[config.mk]
export PLATFORM = sky130hd
export DESIGN_NAME = multi_device_manager_flat
export DESIGN_NICKNAME = d
export VERILOG_FILES = /design/src/rtl/multi_device_manager_pkg.sv /design/src/rtl/multi_device_manager_if.sv /design/src/rtl/multi_device_manager_channel.sv /design/src/rtl/multi_device_manager.sv /design/src/flat_wrapper.sv
export SDC_FILE = /design/constraint.sdc
export NUM_CORES = 1
export LEC_CHECK = 0
export CAP_MARGIN = 30
export CORE_MARGIN = 2
export CORE_UTILIZATION = 39
export DETAILED_ROUTE_END_ITERATION = 8
export HOLD_SLACK_MARGIN = 0.1
export PLACE_DENSITY = 0.77
export SYNTH_ARGS = -nofsm -noshare
export SYNTH_HDL_FRONTEND = slang
export SYNTH_SLANG_ARGS = --single-unit
[constraint.sdc]
create_clock -name clock -period 4.2 [get_ports clock]
set_input_delay 0.63 -clock clock [delete_from_list [all_inputs] [get_ports clock]]
set_output_delay 0.63 -clock clock [all_outputs]
set_load 0.02 [all_outputs]
[src/rtl/multi_device_manager_pkg.sv]
// Shared constants and address decode for the coprocessor channel manager.
package devmgr_pkg;

  localparam int STAT_BUSY = 0;
  localparam int STAT_DONE = 1;
  localparam int STAT_ERR  = 2;

  localparam int unsigned CH_STRIDE  = 8;
  localparam int unsigned STATUS_OFS = 4;

  typedef struct packed {
    logic       hit;
    logic       is_status;
    logic [3:0] index;
  } dec_t;

  // ofs is the address relative to the window base; wrap-around below base misses.
  function automatic dec_t decode_channel(input logic [31:0] ofs, input int unsigned num_dev);
    dec_t d;
    d.hit       = ofs < 32'(num_dev * CH_STRIDE);
    d.is_status = (ofs & 32'(STATUS_OFS)) != 32'd0;
    d.index     = 4'(ofs / 32'(CH_STRIDE));
    return d;
  endfunction

endpackage

[src/rtl/multi_device_manager_if.sv]
// Datapath load/store bus plus the data-memory side of the pass-through.
interface multi_device_manager_if #(
  parameter int DATA_W = 32,
  parameter int ADDR_W = 32
);
  logic [ADDR_W-1:0] addressIn;
  logic [DATA_W-1:0] dataIn;
  logic              writeIn;
  logic              readIn;
  logic [DATA_W-1:0] memOutIn;
  logic [DATA_W-1:0] memOutOut;
  logic              writeOut;
  logic              readOut;

  modport slave (
    input  addressIn, dataIn, writeIn, readIn, memOutIn,
    output memOutOut, writeOut, readOut
  );

  modport master (
    output addressIn, dataIn, writeIn, readIn, memOutIn,
    input  memOutOut, writeOut, readOut
  );
endinterface

[src/rtl/multi_device_manager_channel.sv]
// One device channel: operand register, busy/done/err flags and one-cycle start pulse.
module devmgr_channel
  import devmgr_pkg::*;
#(
  parameter int DATA_W = 32
) (
  input  logic              clock,
  input  logic              reset,
  input  logic              store,
  input  logic              stat_rd,
  input  logic              err_clr,
  input  logic              finish,
  input  logic [DATA_W-1:0] wdata,
  output logic              start,
  output logic              busy,
  output logic              done,
  output logic              err,
  output logic [DATA_W-1:0] data
);

  logic              busy_q, busy_d;
  logic              done_q, done_d;
  logic              err_q, err_d;
  logic              start_q, start_d;
  logic              fin_q, fin_d;
  logic [DATA_W-1:0] data_q, data_d;
  logic              fin_ev, busy_eff, accept;

  always_comb begin
    // Only a rising finish retires the channel, so a held level is harmless.
    fin_ev   = finish & ~fin_q & busy_q;
    busy_eff = busy_q & ~fin_ev;
    accept   = store & ~busy_eff;
    fin_d    = finish;
    busy_d   = busy_eff | accept;
    start_d  = accept;
    data_d   = accept ? wdata : data_q;
    done_d   = fin_ev | (done_q & ~stat_rd);
    err_d    = (store & busy_eff) | (err_q & ~err_clr);
  end

  always_ff @(posedge clock) begin
    if (reset) begin
      busy_q  <= 1'b0;
      done_q  <= 1'b0;
      err_q   <= 1'b0;
      start_q <= 1'b0;
      fin_q   <= 1'b0;
      data_q  <= '0;
    end else begin
      busy_q  <= busy_d;
      done_q  <= done_d;
      err_q   <= err_d;
      start_q <= start_d;
      fin_q   <= fin_d;
      data_q  <= data_d;
    end
  end

  assign start = start_q;
  assign busy  = busy_q;
  assign done  = done_q;
  assign err   = err_q;
  assign data  = data_q;

endmodule

[src/rtl/multi_device_manager.sv]
// Memory-mapped manager for NUM_DEV coprocessor channels between datapath and data memory.
// Define DEVMGR_IRQ_EN to add the irqMask register and the irq output.
module multi_device_manager
  import devmgr_pkg::*;
#(
  parameter int                NUM_DEV   = 4,
  parameter int                DATA_W    = 32,
  parameter int                ADDR_W    = 32,
  parameter logic [ADDR_W-1:0] BASE_ADDR = 32'h0000_FF00
) (
  input  logic                      clock,
  input  logic                      reset,
  multi_device_manager_if.slave     bus,
  input  logic [NUM_DEV-1:0]        finish,
  output logic [NUM_DEV-1:0]        start,
  output logic [NUM_DEV*DATA_W-1:0] data
`ifdef DEVMGR_IRQ_EN
  ,
  output logic                      irq
`endif
);

  logic [ADDR_W-1:0]              ofs;
  logic [31:0]                    ofs32;
  dec_t                           dec;
  logic                           in_win;
  logic [NUM_DEV-1:0]             ch_busy, ch_done, ch_err;
  logic [NUM_DEV-1:0][DATA_W-1:0] ch_data;
  logic [DATA_W-1:0]              rd_data;

  assign ofs   = bus.addressIn - BASE_ADDR;
  assign ofs32 = 32'(ofs);
  assign dec   = decode_channel(ofs32, NUM_DEV);

  for (genvar i = 0; i < NUM_DEV; i++) begin : g_ch
    logic sel;
    assign sel = dec.hit && (dec.index == 4'(i));

    devmgr_channel #(.DATA_W(DATA_W)) u_ch (
      .clock   (clock),
      .reset   (reset),
      .store   (bus.writeIn & sel & ~dec.is_status),
      .stat_rd (bus.readIn & sel & dec.is_status),
      .err_clr (bus.writeIn & sel & dec.is_status & bus.dataIn[STAT_ERR]),
      .finish  (finish[i]),
      .wdata   (bus.dataIn),
      .start   (start[i]),
      .busy    (ch_busy[i]),
      .done    (ch_done[i]),
      .err     (ch_err[i]),
      .data    (ch_data[i])
    );
  end

  assign data = ch_data;

`ifdef DEVMGR_IRQ_EN
  logic               mask_hit;
  logic [NUM_DEV-1:0] mask_q, mask_d;
  logic               irq_q, irq_d;

  // Mask word sits directly after the last channel's status register.
  assign mask_hit = ofs32[31:2] == 30'(NUM_DEV * 2);
  assign in_win   = dec.hit | mask_hit;

  always_comb begin
    mask_d = (bus.writeIn && mask_hit) ? bus.dataIn[NUM_DEV-1:0] : mask_q;
    irq_d  = |(ch_done & mask_q);
  end

  always_ff @(posedge clock) begin
    if (reset) begin
      mask_q <= '0;
      irq_q  <= 1'b0;
    end else begin
      mask_q <= mask_d;
      irq_q  <= irq_d;
    end
  end

  assign irq = irq_q;
`else
  assign in_win = dec.hit;
`endif

  always_comb begin
    rd_data = bus.memOutIn;
    if (dec.hit) begin
      rd_data = '0;
      for (int i = 0; i < NUM_DEV; i++) begin
        if (dec.index == 4'(i)) begin
          if (dec.is_status) begin
            rd_data[STAT_BUSY] = ch_busy[i];
            rd_data[STAT_DONE] = ch_done[i];
            rd_data[STAT_ERR]  = ch_err[i];
          end else begin
            rd_data = ch_data[i];
          end
        end
      end
    end
`ifdef DEVMGR_IRQ_EN
    if (mask_hit) begin
      rd_data                = '0;
      rd_data[NUM_DEV-1:0]   = mask_q;
    end
`endif
  end

  assign bus.memOutOut = rd_data;
  assign bus.readOut   = bus.readIn & ~in_win;
  assign bus.writeOut  = bus.writeIn & ~in_win;

endmodule

[src/flat_wrapper.sv]
// flat-port wrapper written by rule: the top's interface ports become plain ports
module multi_device_manager_flat import devmgr_pkg::*;
#(
  parameter int                NUM_DEV   = 4,
  parameter int                DATA_W    = 32,
  parameter int                ADDR_W    = 32,
  parameter logic [ADDR_W-1:0] BASE_ADDR = 32'h0000_FF00
)
  (clock, reset, finish, start, data, bus_addressIn, bus_dataIn, bus_writeIn, bus_readIn, bus_memOutIn, bus_memOutOut, bus_writeOut, bus_readOut);
  multi_device_manager_if #(.DATA_W(DATA_W), .ADDR_W(ADDR_W)) bus_i ();
  input  logic clock;
  input  logic reset;
  input  logic [NUM_DEV-1:0] finish;
  output logic [NUM_DEV-1:0] start;
  output logic [NUM_DEV*DATA_W-1:0] data;
  input wire logic [$bits(bus_i.addressIn)-1:0] bus_addressIn;
  input wire logic [$bits(bus_i.dataIn)-1:0] bus_dataIn;
  input wire logic [$bits(bus_i.writeIn)-1:0] bus_writeIn;
  input wire logic [$bits(bus_i.readIn)-1:0] bus_readIn;
  input wire logic [$bits(bus_i.memOutIn)-1:0] bus_memOutIn;
  output wire logic [$bits(bus_i.memOutOut)-1:0] bus_memOutOut;
  output wire logic [$bits(bus_i.writeOut)-1:0] bus_writeOut;
  output wire logic [$bits(bus_i.readOut)-1:0] bus_readOut;
  assign bus_i.addressIn = bus_addressIn;
  assign bus_i.dataIn = bus_dataIn;
  assign bus_i.writeIn = bus_writeIn;
  assign bus_i.readIn = bus_readIn;
  assign bus_i.memOutIn = bus_memOutIn;
  assign bus_memOutOut = bus_i.memOutOut;
  assign bus_writeOut = bus_i.writeOut;
  assign bus_readOut = bus_i.readOut;
  multi_device_manager #(.NUM_DEV(NUM_DEV), .DATA_W(DATA_W), .ADDR_W(ADDR_W), .BASE_ADDR(BASE_ADDR)) u_core (.clock(clock), .reset(reset), .bus(bus_i), .finish(finish), .start(start), .data(data));
endmodule
# Yosys cells after proc, flatten, opt, wreduce, memory -nomap -nowiden
# Cells that the tools add are included.
# W data, S select, Z words.
[classes]
n_addsub = 1
multipliers = 0
div_mod_pow = 0
magnitude_cmp = 1
eq_ne = 3
shifts = 0
mux = 13
n_bitwise = 88
n_reduce_logical = 5
[ops]
columns = ["cell", "count"]
rows = [
  ["$mux W32", 5],
  ["$mux W29", 4],
  ["$and A1 B1 Y1", 54],
  ["$lt A32 B6 Y1 const B", 1],
  ["$sub A32 B16 Y32 const B", 1],
  ["$not A1 Y1", 22],
  ["$mux W3", 4],
  ["$or A1 B1 Y1", 12],
  ["$eq A4 B2 Y1 const B", 2],
  ["$eq A4 B1 Y1 const B", 1],
  ["$logic_and A1 B1 Y1", 4],
  ["$logic_not A4 Y1", 1],
]
[word_totals]
reg_bits = 148
latchBits = 0
ram_bits = 0
rom_bits = 0
input_bits = 104
output_inout_bits = 166
wordCells = 135
n_memories = 0

# Logic depth before layout (Yosys ltp)
# Gate-level depths: netlist of the first run.
[depth]
depth_word = 10
ltp_mapped = 7
depth_no_buf = 4

# Hierarchy
# A second synthesis of the first run with hierarchy kept.
[unflattened]
cells_unflattened = 804
hier_area_um2 = 8355.5
[by_module_without_submodules]
columns = ["module", "instances", "cells_per_inst", "area_each_um2", "seq_area_each_um2"]
rows = [
  ["devmgr_channel", 4, 156, 1644.1, 740.7],
  ["multi_device_manager", 1, 180, 1779.2, 0.0],
]

# Least setup slack after synthesis of the first run
# No wires, ideal clock.
[synth_path]
path_type = "in2out"
startpoint = "input bus_addressIn[31]"
endpoint = "output bus_memOutOut[11]"
arrival_time_ns = 2.335
required_ns = 3.570
slack_ns = 1.235
stages = 6
path_buffers = 2
path_cell_list = "or3_1 > or3_4 > or3_1 > buf_2 > buf_6 > o2bb2ai_1"
[synth_via]
elab_chain_len = 3
[synth_lines]
columns = ["item", "line_no", "text"]
rows = [
  ["start: declaration", "flat_wrapper.sv:16", "input wire logic [$bits(bus_i.addressIn)-1:0] bus_addressIn;"],
  ["$sub A32 B16 Y32", "multi_device_manager.sv:31", "assign ofs = bus.addressIn - BASE_ADDR;"],
  ["$lt A32 B6 Y1", "multi_device_manager_pkg.sv:20", "d.hit = ofs < 32'(num_dev * CH_STRIDE);"],
  ["$mux W32", "multi_device_manager.sv:88", "if (dec.hit) begin"],
  ["end: declaration", "flat_wrapper.sv:21", "output wire logic [$bits(bus_i.memOutOut)-1:0] bus_memOutOut;"],
]
# No other way between the ends.

# Final worst setup path of the first run
[layout_path]
startpoint = "input bus_addressIn[5]"
endpoint = "output bus_memOutOut[27]"
[layout_via]
elab_chain_len = 10
elab_cells_between_ends = 14
classes_between = "add/sub: 1; order compare: 1; eq/ne: 3; mux: 8; reduce/logical: 1"
[layout_lines]
columns = ["item", "line_no", "text"]
rows = [
  ["$sub A32 B16 Y32 (*)", "multi_device_manager.sv:31", ""],
  ["$logic_not A4 Y1", "multi_device_manager.sv:91", "if (dec.index == 4'(i)) begin"],
  ["$mux W32", "multi_device_manager.sv:91", ""],
  ["$mux W29", "multi_device_manager.sv:92", "if (dec.is_status) begin"],
  ["$mux W32", "multi_device_manager.sv:91", ""],
  ["$mux W29", "multi_device_manager.sv:92", ""],
  ["$mux W32", "multi_device_manager.sv:91", ""],
  ["$mux W29", "multi_device_manager.sv:92", ""],
  ["$mux W32", "multi_device_manager.sv:91", ""],
  ["$mux W32 (*)", "multi_device_manager.sv:88", ""],
]
# Mark *: on every way between the ends. The rest lies on a longest branch, timed or not.

==> impl_metrics.yaml, run 1 <==
placement:
  port-buffer-count: 267
  gp_congestion: 0.880
  place_worst_setup_slack_ns: 0.292
  dpl_cell_area_um2: 10400
  hpwl_mm: 16.3
worst_setup_path:
  worstSetupPathType: "input port to primary output"
  worstPathCellList: "clkdlybuf4s50_1 > nor4_1 > buf_4 > nand4_1 > or3_1 > buf_4 > o2bb2ai_1 > clkdlybuf4s50_1"
  critical_path_buf_inv_count: 4
  r2r-start: "u_core.g_ch[0].u_ch.fin_q$_SDFF_PP0_"
  cp_data_arrival_time_ns: 3.26
  worstPathRequired_ns: 3.57
  critical-path-max-stage-delay_ns: 0.62
  rrSetupSlack_ns: 2.33
  cp.depth: 8
  critPathTopFamily: "buffers and inverters"
  r2r_cells: 5
  crit_fanout: 14
  critPathCaptureType: "primary output"
  crit_path_top_delay_cell: "clkdlybuf4s50_1"
  regToRegEndpoint: "u_core.g_ch[0].u_ch.data[0]$_SDFFE_PP0P_"
  cp-start-kind: "input port"
cts:
  post_cts_buffers: 0
  cts_tree: "built"
  cts-resized-gates: 0
  cts_hold_buf: 0
  cts_root_buffer: "clkbuf_16"
  cts.path.max_buffers: 2
  clk_latency_ns: 0.42
  htreeDepth: 4
  numClockSinks: 148
  clk_transition_reported_paths_ns: 0.06
  cts_buffers: 17
yosys:
  async_flop_share_pct: 0
  seq_area_frac_synth_pct: 39.6
  yosysWarnings: 0
  netlist_instances: 745
  synth_flop_cell: "dfxtp_1"
  yosysUniqueCellTypes: 39
  synth_edf_count: 0
  syn_area_per_cell_um2: 10.0
  synth_top_area_share_pct: 39.6
  netlist_area_um2: 7480
  yosysTopAreaCell: "dfxtp_1"
  ys_seq_elements: 148
  synth_most_common_cell: "nand2b_1"
  synthTopCellsByCount: "nand2b_1, mux2i_1, dfxtp_1"
  synthesis.nets: 849
  yosys-top-cells-area: "dfxtp_1, mux2i_1, nand2b_1, o2bb2ai_1, a22oi_1"
global_route:
  busiest_layer: "met2"
  grt_max_degree: 101
  antenna_found_initial: 0
  grt_pass1_wl_mm: 36.2
  grtUsageMet2_pct: 38.0
  grt_use_total_pct: 22.9
  use_met1_pct: 28.5
  grt_pass1_vias: 6618
  met3_usage_pct: 7.00
  grt_remaining_overflow: 0
final_layout:
  ff_latch_area_um2: 2960
  final_nets: 1095
  nFillCells: 1619
  syn_to_final_growth_pct: 47.6
  antenna_cells: 0
  multiInputGateArea_um2: 4180
  final_layout_size_suffix_gt1_share_pct: 8.27
  design_area_um2: 11000
timing:
  max_slew_margin_pct: 49.2
  hold_viol_final: 0
  rsz0062_at_grt: "no"
  setup_viol_count_final: 0
  fin_ws_ns: 0.311
  drv_slew: 0
  skew_ns: 0.00698
  worst_pin_slew_ns: 0.754
  setup_tns_ns: 0
  min_period_ns: 3.89
  fmax_mhz: 257
  finalCritPeriodShare_pct: 92.6
pwr:
  p_total_mw: 3.42
  power_density_nw_per_um2: 310
  ir_drop_mv: 0.271
  leakage_nw: 4.41
die:
  die_w_um: 142
  core_area_um2: 18800
  pin_count: 270
  start_util_pct: 39.8
  dieHeight_um: 142
  dieArea_um2: 20300
  rows: 50
route:
  drtIter0Drc: 446
  viasPerCell: 5.28
  firstDrtPassIters: 5
  route.vias.total: 6535
  drt-wirelength-per-cell_um: 19.0
  ant_nets: 0
  routed_wirelength_mm: 23.6
  drc: 0
run_status:
  status: "complete, no violations"
worst_hold_path:
  hold_start: "u_core.g_ch[1].u_ch.done$_SDFF_PP0_"
  hold_path_class: "flip-flop to flip-flop"
  hold_depth: 2
  hold_path_end: "u_core.g_ch[1].u_ch.done$_SDFF_PP0_"
run:
  maxCapViolCount: 0
-- through the flow --
stage | hold slack (ns) | instances | utilization, %
floorplan | 0.452 | 745 | -
global placement | 0.468 | 1206 | 55.4
detailed placement | 0.475 | 1206 | 55.4
CTS | 0.484 | 1238 | 58.8
global route | 0.507 | 1238 | 58.8
finish | 0.480 | 1238 | 58.8
-- routing by layer --
metal,wire [µm],up-vias,share of wire [%]
li1,-,3164,-
met1,10100,3083,43
met2,11300,250,48
met3,1750,38,7.4
met4,441,0,1.9
met5,0,-,0
-- worst reg2reg max path: stages (launching register included) --
cell and delay [ns]:
dfxtp_1 0.29, nand2b_1 0.21, a21oi_1 0.27, nand4_4 0.35
buf_4 0.44, mux2i_1 0.18
-- cell type report --
type / count / share of cell area (%)
clock inverters: 14 / 2.03
flip-flops and latches: 148 / 26.8
inverters: 3 / 0.102
multi-input cells: 527 / 37.9
clock buffers: 18 / 3.89
well taps: 234 / 2.65
repair buffers: 294 / 26.6
-- how the worst max path moves through the flow --
stage / start / end / slack, ns
final: bus_addressIn[5] / bus_memOutOut[27] / 0.31
after global routing: bus_addressIn[31] / bus_memOutOut[10] / 0.21
after CTS: bus_addressIn[5] / bus_memOutOut[27] / 0.28
after detailed placement: bus_addressIn[31] / bus_memOutOut[27] / 0.29
after global placement: bus_addressIn[31] / bus_memOutOut[24] / 0.32
after floorplan: bus_addressIn[31] / bus_memOutOut[11] / 1.23
-- layout by cell type, fill, tap and decap left out, types with 3 or more instances in the layout --
master,n
inv_1,3
buf_4,22
a21oi_1,9
nand4_1,6
nand2_1,13
nor2_1,4
o22ai_1,4
o2bb2ai_1,59
buf_12,6
nand4_4,3
clkdlybuf4s50_1,264
inv_6,4
clkbuf_16,17
a22o_1,3
nand3_1,4
a22oi_1,29
mux2i_1,160
nand2b_1,173
dfxtp_1,148
clkinv_4,3
bufinv_16,5
nor4_1,11
nor2b_1,8
o21ai_0,3
a31oi_1,3
mux2_2,9
-- power by group --
part / internal [mW] / switching (mW)
registers: 1.41 / 0.000638
logic: 0.175 / 0.143
clock network: 1.06 / 0.632
total: 2.64 / 0.775
-- sequential cells by signal, indices dropped and copies added, names as in the netlist --
name and count:
u_core.g_ch.u_ch.start 4, u_core.g_ch.u_ch.data 128, u_core.g_ch.u_ch.busy 4, u_core.g_ch.u_ch.err 4, u_core.g_ch.u_ch.fin_q 4, u_core.g_ch.u_ch.done 4
-- kinds of logic (layout without fill, tap and decap cells) --
| family | count (synthesis) | after routing | share of synthesized area (%) |
|---|---|---|---|
| simple gates | 243 | 243 | 20.5 |
| mux | 169 | 169 | 22.8 |
| flops | 148 | 148 | 39.6 |
| compound gates | 115 | 115 | 12.2 |
| buf+inv | 70 | 329 | 4.90 |
Note: power is estimated with default switching activity, not from simulation.
==> inputs of run 2 (changes only) <==
--- a/config.mk
+++ b/config.mk
@@ -10,7 +10,7 @@
 export CORE_UTILIZATION = 39
 export DETAILED_ROUTE_END_ITERATION = 8
 export HOLD_SLACK_MARGIN = 0.1
-export PLACE_DENSITY = 0.77
+export PLACE_DENSITY = 0.8
 export SYNTH_ARGS = -nofsm -noshare
 export SYNTH_HDL_FRONTEND = slang
 export SYNTH_SLANG_ARGS = --single-unit
==> constraint.sdc (replaced) <==
create_clock -name clock -period 3.2 [get_ports clock]
set_input_delay 0.48 -clock clock [delete_from_list [all_inputs] [get_ports clock]]
set_output_delay 0.48 -clock clock [all_outputs]
set_load 0.02 [all_outputs]
==> run 2 against run 1 <==
Compared with the run above:
- clock skew rose by 0.00058 ns
- clock power rose by 7%
- hold slack got worse by 0.016 ns
- routed wire length rose by 1.9%
- non-clock buffer count rose by 18
- critical path type unchanged
==> impl_metrics.yaml, run 2 (synthesis gave the netlist of run 1 again) <==
pwr:
  power_density_nw_per_um2: 368
  p_total_mw: 4.08
  leakage_nw: 4.48
  ir_drop_mv: 0.348
route:
  drtIter0Drc: 371
  drt-wirelength-per-cell_um: 19.1
  firstDrtPassIters: 5
  ant_nets: 0
  drc: 0
  viasPerCell: 5.31
  route.vias.total: 6675
  routed_wirelength_mm: 24.0
die:
  pin_count: 270
  die_w_um: 142
  dieHeight_um: 142
  dieArea_um2: 20300
  rows: 50
  start_util_pct: 39.8
  core_area_um2: 18800
global_route:
  grt_use_total_pct: 23.1
  grtUsageMet2_pct: 39.7
  busiest_layer: "met2"
  grt_max_degree: 101
  grt_pass1_vias: 6492
  use_met1_pct: 28.4
  antenna_found_initial: 0
  grt_pass1_wl_mm: 36.5
  met3_usage_pct: 6.36
  grt_remaining_overflow: 0
timing:
  worst_pin_slew_ns: 0.607
  finalCritPeriodShare_pct: 98.7
  drv_slew: 0
  skew_ns: 0.00756
  min_period_ns: 3.16
  fin_ws_ns: 0.0411
  max_slew_margin_pct: 59.4
  setup_viol_count_final: 0
  hold_viol_final: 0
  fmax_mhz: 317
cts:
  clk_transition_reported_paths_ns: 0.06
  cts_tree: "built"
  clk_latency_ns: 0.41
  cts.path.max_buffers: 2
  cts_buffers: 17
  numClockSinks: 148
  post_cts_buffers: 0
  cts_root_buffer: "clkbuf_16"
  htreeDepth: 4
placement:
  gp_congestion: 0.849
  dp.cells: 1224
  place_worst_setup_slack_ns: -0.315
  hpwl_mm: 16.9
  port-buffer-count: 267
worst_setup_path:
  critPathCaptureType: "primary output"
  crit_fanout: 14
  cp-start-kind: "input port"
  worstPathRequired_ns: 2.72
  cp_data_arrival_time_ns: 2.68
  worstSetupPathType: "input port to primary output"
final_layout:
  final_layout_size_suffix_gt1_share_pct: 11.9
  largest_reg_flops: 128
  final_cell_mix: "clkdlybuf4s50_1, nand2b_1, mux2i_1"
  syn_to_final_growth_pct: 48.2
  final_nets: 1113
  antenna_cells: 0
  final_common_cell: "clkdlybuf4s50_1"
  fin_cells: 1256
run_status:
  status: "complete, no violations"
worst_hold_path:
  hold_path_class: "input port to flip-flop"
run:
  maxCapViolCount: 0
## run 2: final timing paths
check / start / end / cells after the start / slack [ns]
worst max-delay path: bus_addressIn[31] / bus_memOutOut[29] / 7 / 0.04
worst min-delay path: reset / u_core.g_ch[0].u_ch.start$_SDFF_PP0_ / 2 / 0.46
worst max register to register: u_core.g_ch[0].u_ch.fin_q$_SDFF_PP0_ / u_core.g_ch[0].u_ch.data[21]$_SDFFE_PP0P_ / 5 / 1.64
worst min register to register: u_core.g_ch[1].u_ch.done$_SDFF_PP0_ / u_core.g_ch[1].u_ch.done$_SDFF_PP0_ / 2 / 0.49
## run 2: where the power goes
group          internal, mW  total, mW  switching [mW]
sequential             1.84       1.85        0.000772
clock                 0.997       1.82           0.825
combinational         0.227      0.416           0.189
total                  3.07       4.08            1.01
## run 2: repair_timing
| item | CTS | global route |
|---|---|---|
| gates cloned | 0 | 0 |
| resized for setup | 65 | 15 |
| hold buffers | 0 | 0 |
| pin swaps | 0 | 1 |
| endpoints found under the setup margin | 32 | 31 |
## run 2: per-layer routing
metal	vias up	share of wire, %
met5	-	0
met4	0	1.3
met3	24	6.8
met2	232	49
met1	3225	43
li1	3194	-
## run 2: cell type report
class	count	area, µm²
clock buffers	18	429
clock inverters	14	104
fillers	1617	7690
inverters	3	11.3
multi-input cells	527	4210
flip-flops and latches	148	2960
well taps	234	293
repair buffers	312	3070
## run 2: critical path, cell delays in order
cell and delay, ns:
clkdlybuf4s50_1 0.39, or3_1 0.39, or3_4 0.34, or3_4 0.37
buf_4 0.22, o2bb2ai_1 0.14, dlygate4sd2_1 0.34
## run 2: through the flow
stage               cell area [µm²]  setup TNS [ns]  hold WS [ns]  utilization, %
global placement              10600           -7.86         0.466            56.3
finish                        11100               0         0.464            59.0
floorplan                      7480               0         0.452               -
detailed placement            10600           -8.19         0.476            56.3
CTS                           11100               0         0.446            59.2
global route                  11100          -0.326         0.482            59.0
==> inputs of run 3 (changes only) <==
--- a/config.mk
+++ b/config.mk
@@ -9,6 +9,7 @@
 export CORE_MARGIN = 2
 export CORE_UTILIZATION = 39
 export DETAILED_ROUTE_END_ITERATION = 8
+export GPL_ROUTABILITY_DRIVEN = 0
 export HOLD_SLACK_MARGIN = 0.1
 export PLACE_DENSITY = 0.8
 export SYNTH_ARGS = -nofsm -noshare
==> run 3 against run 2 <==
Compared with the run above:
- via count increased by 0.34%
- worst setup slack improved by 0.024 ns
- total power increased by 6.9%
==> impl_metrics.yaml, run 3 (synthesis gave the netlist of run 1 again) <==
global_route:
  grt_pass1_vias: 6796
  grt_max_degree: 101
  grt_use_total_pct: 23.8
  grt_pass1_wl_mm: 37.5
  grt_remaining_overflow: 0
  antenna_found_initial: 0
final_layout:
  final_nets: 1116
  utilization_pct: 59.8
  largest_reg_flops: 128
  syn_to_final_growth_pct: 50.0
  final_common_cell: "clkdlybuf4s50_1"
  antenna_cells: 0
  final_cell_mix: "clkdlybuf4s50_1, nand2b_1, mux2i_1"
  design_area_um2: 11200
  final_layout_size_suffix_gt1_share_pct: 13.4
cts:
  cts_root_buffer: "clkbuf_16"
  post_cts_buffers: 0
  numClockSinks: 148
  htreeDepth: 4
  cts-resized-gates: 91
  clk_latency_ns: 0.43
  clk_transition_reported_paths_ns: 0.06
  cts_buffers: 17
  cts_hold_buf: 0
  cts_tree: "built"
  cts.path.max_buffers: 2
timing:
  drv_slew: 0
  skew_ns: 0.0157
  worst_pin_slew_ns: 0.796
  fmax_mhz: 319
  setup_viol_count_final: 0
  hold_viol_final: 0
  finalCritPeriodShare_pct: 98.0
  rsz0062_at_grt: "no"
  max_slew_margin_pct: 46.4
  min_period_ns: 3.14
die:
  die_w_um: 142
  rows: 50
  pin_count: 270
  start_util_pct: 39.8
  dieHeight_um: 142
  dieArea_um2: 20300
  core_area_um2: 18800
worst_setup_path:
  regToRegEndpoint: "u_core.g_ch[0].u_ch.data[21]$_SDFFE_PP0P_"
  worstPathRequired_ns: 2.72
  rrSetupSlack_ns: 1.60
  critPathCaptureType: "primary output"
  worstSetupPathType: "input port to primary output"
  cp-start-kind: "input port"
  crit_fanout: 14
  r2r-start: "u_core.g_ch[0].u_ch.fin_q$_SDFF_PP0_"
  r2r_cells: 5
  cp_data_arrival_time_ns: 2.66
route:
  route.vias.total: 6698
  drc: 0
  drt-wirelength-per-cell_um: 19.5
  ant_nets: 0
  drtIter0Drc: 318
  firstDrtPassIters: 4
  routed_wirelength_mm: 24.6
  viasPerCell: 5.32
worst_hold_path:
  hold_path_end: "u_core.g_ch[1].u_ch.done$_SDFF_PP0_"
  hold_path_class: "flip-flop to flip-flop"
  hold_depth: 2
  hold_start: "u_core.g_ch[1].u_ch.done$_SDFF_PP0_"
pwr:
  ir_drop_mv: 0.356
  leakage_nw: 4.54
  power_density_nw_per_um2: 389
placement:
  port-buffer-count: 267
  dpl_cell_area_um2: 10600
  hpwl_mm: 17.2
run_status:
  status: "complete, no violations"
run:
  maxCapViolCount: 0
run 3: cell count changes in the layout (fill, tap and decap cells not counted), moves of 2 or more:
cell and delta:
clkdlybuf4s15_2 +20, clkinv_4 +2, clkdlybuf4s15_1 -10, buf_4 +4, dlygate4sd2_1 -3, buf_12 -3, inv_6 -3, buf_6 +2
clkbuf_2 -9, clkbuf_8 +3, clkinvlp_4 -4, bufinv_16 +3, buf_2 +2
run 3: report_power, final:
part / switching, mW / total [mW] / leakage (nW) / internal [mW]
registers: 0.000862 / 1.85 / 1.19 / 1.84
logic: 0.190 / 0.421 / 3.05 / 0.231
clock network: 0.804 / 2.10 / 0.300 / 1.29
run 3: area by class of cell:
type                    instances  area (µm²)
clock inverters                11         150
flip-flops and latches        148        2960
clock buffers                  21         470
inverters                       3        11.3
well taps                     234         293
fillers                      1637        7550
multi-input cells             527        4200
repair buffers                315        3130
run 3: worst max path at each step:
stage	from	slack, ns	to
2_1_floorplan	bus_addressIn[31]	0.53	bus_memOutOut[11]
6_report	bus_addressIn[31]	0.06	bus_memOutOut[23]
3_3_place_gp	bus_addressIn[31]	-0.30	bus_memOutOut[16]
3_5_place_dp	bus_addressIn[31]	-0.33	bus_memOutOut[12]
5_1_grt	bus_addressIn[31]	0.01	bus_memOutOut[23]
4_1_cts	bus_addressIn[31]	-0.01	bus_memOutOut[23]
run 3: per-stage QoR:
step / setup TNS, ns / cells / hold WS [ns] / total power, mW / worst slack [ns]
floorplan: 0 / 745 / 0.452 / 2.07 / 0.535
global placement: -7.95 / 1227 / 0.468 / 2.31 / -0.304
detailed placement: -8.87 / 1227 / 0.481 / 2.31 / -0.331
CTS: -0.0303 / 1259 / 0.487 / 4.40 / -0.0133
global route: 0 / 1259 / 0.501 / 4.50 / 0.0148
finish: 0 / 1259 / 0.488 / 4.36 / 0.0648
run 3: layer usage:
metal | track usage (%) | share of wire, % | vias to the layer above | routed length (µm)
met1 | 28.4 | 42 | 3213 | 10400
met2 | 41.0 | 49 | 233 | 12000
met4 | 7.82 | 2.0 | 0 | 489
li1 | - | - | 3209 | -
met5 | 0 | 0 | - | 0
met3 | 6.86 | 6.8 | 43 | 1660
run 3: critical path, cell delays in order:
cell	delay, ns
clkdlybuf4s50_1	0.39
or3_1	0.42
or3_4	0.35
or3_4	0.37
buf_6	0.18
o2bb2ai_1	0.17
clkdlybuf4s15_2	0.28
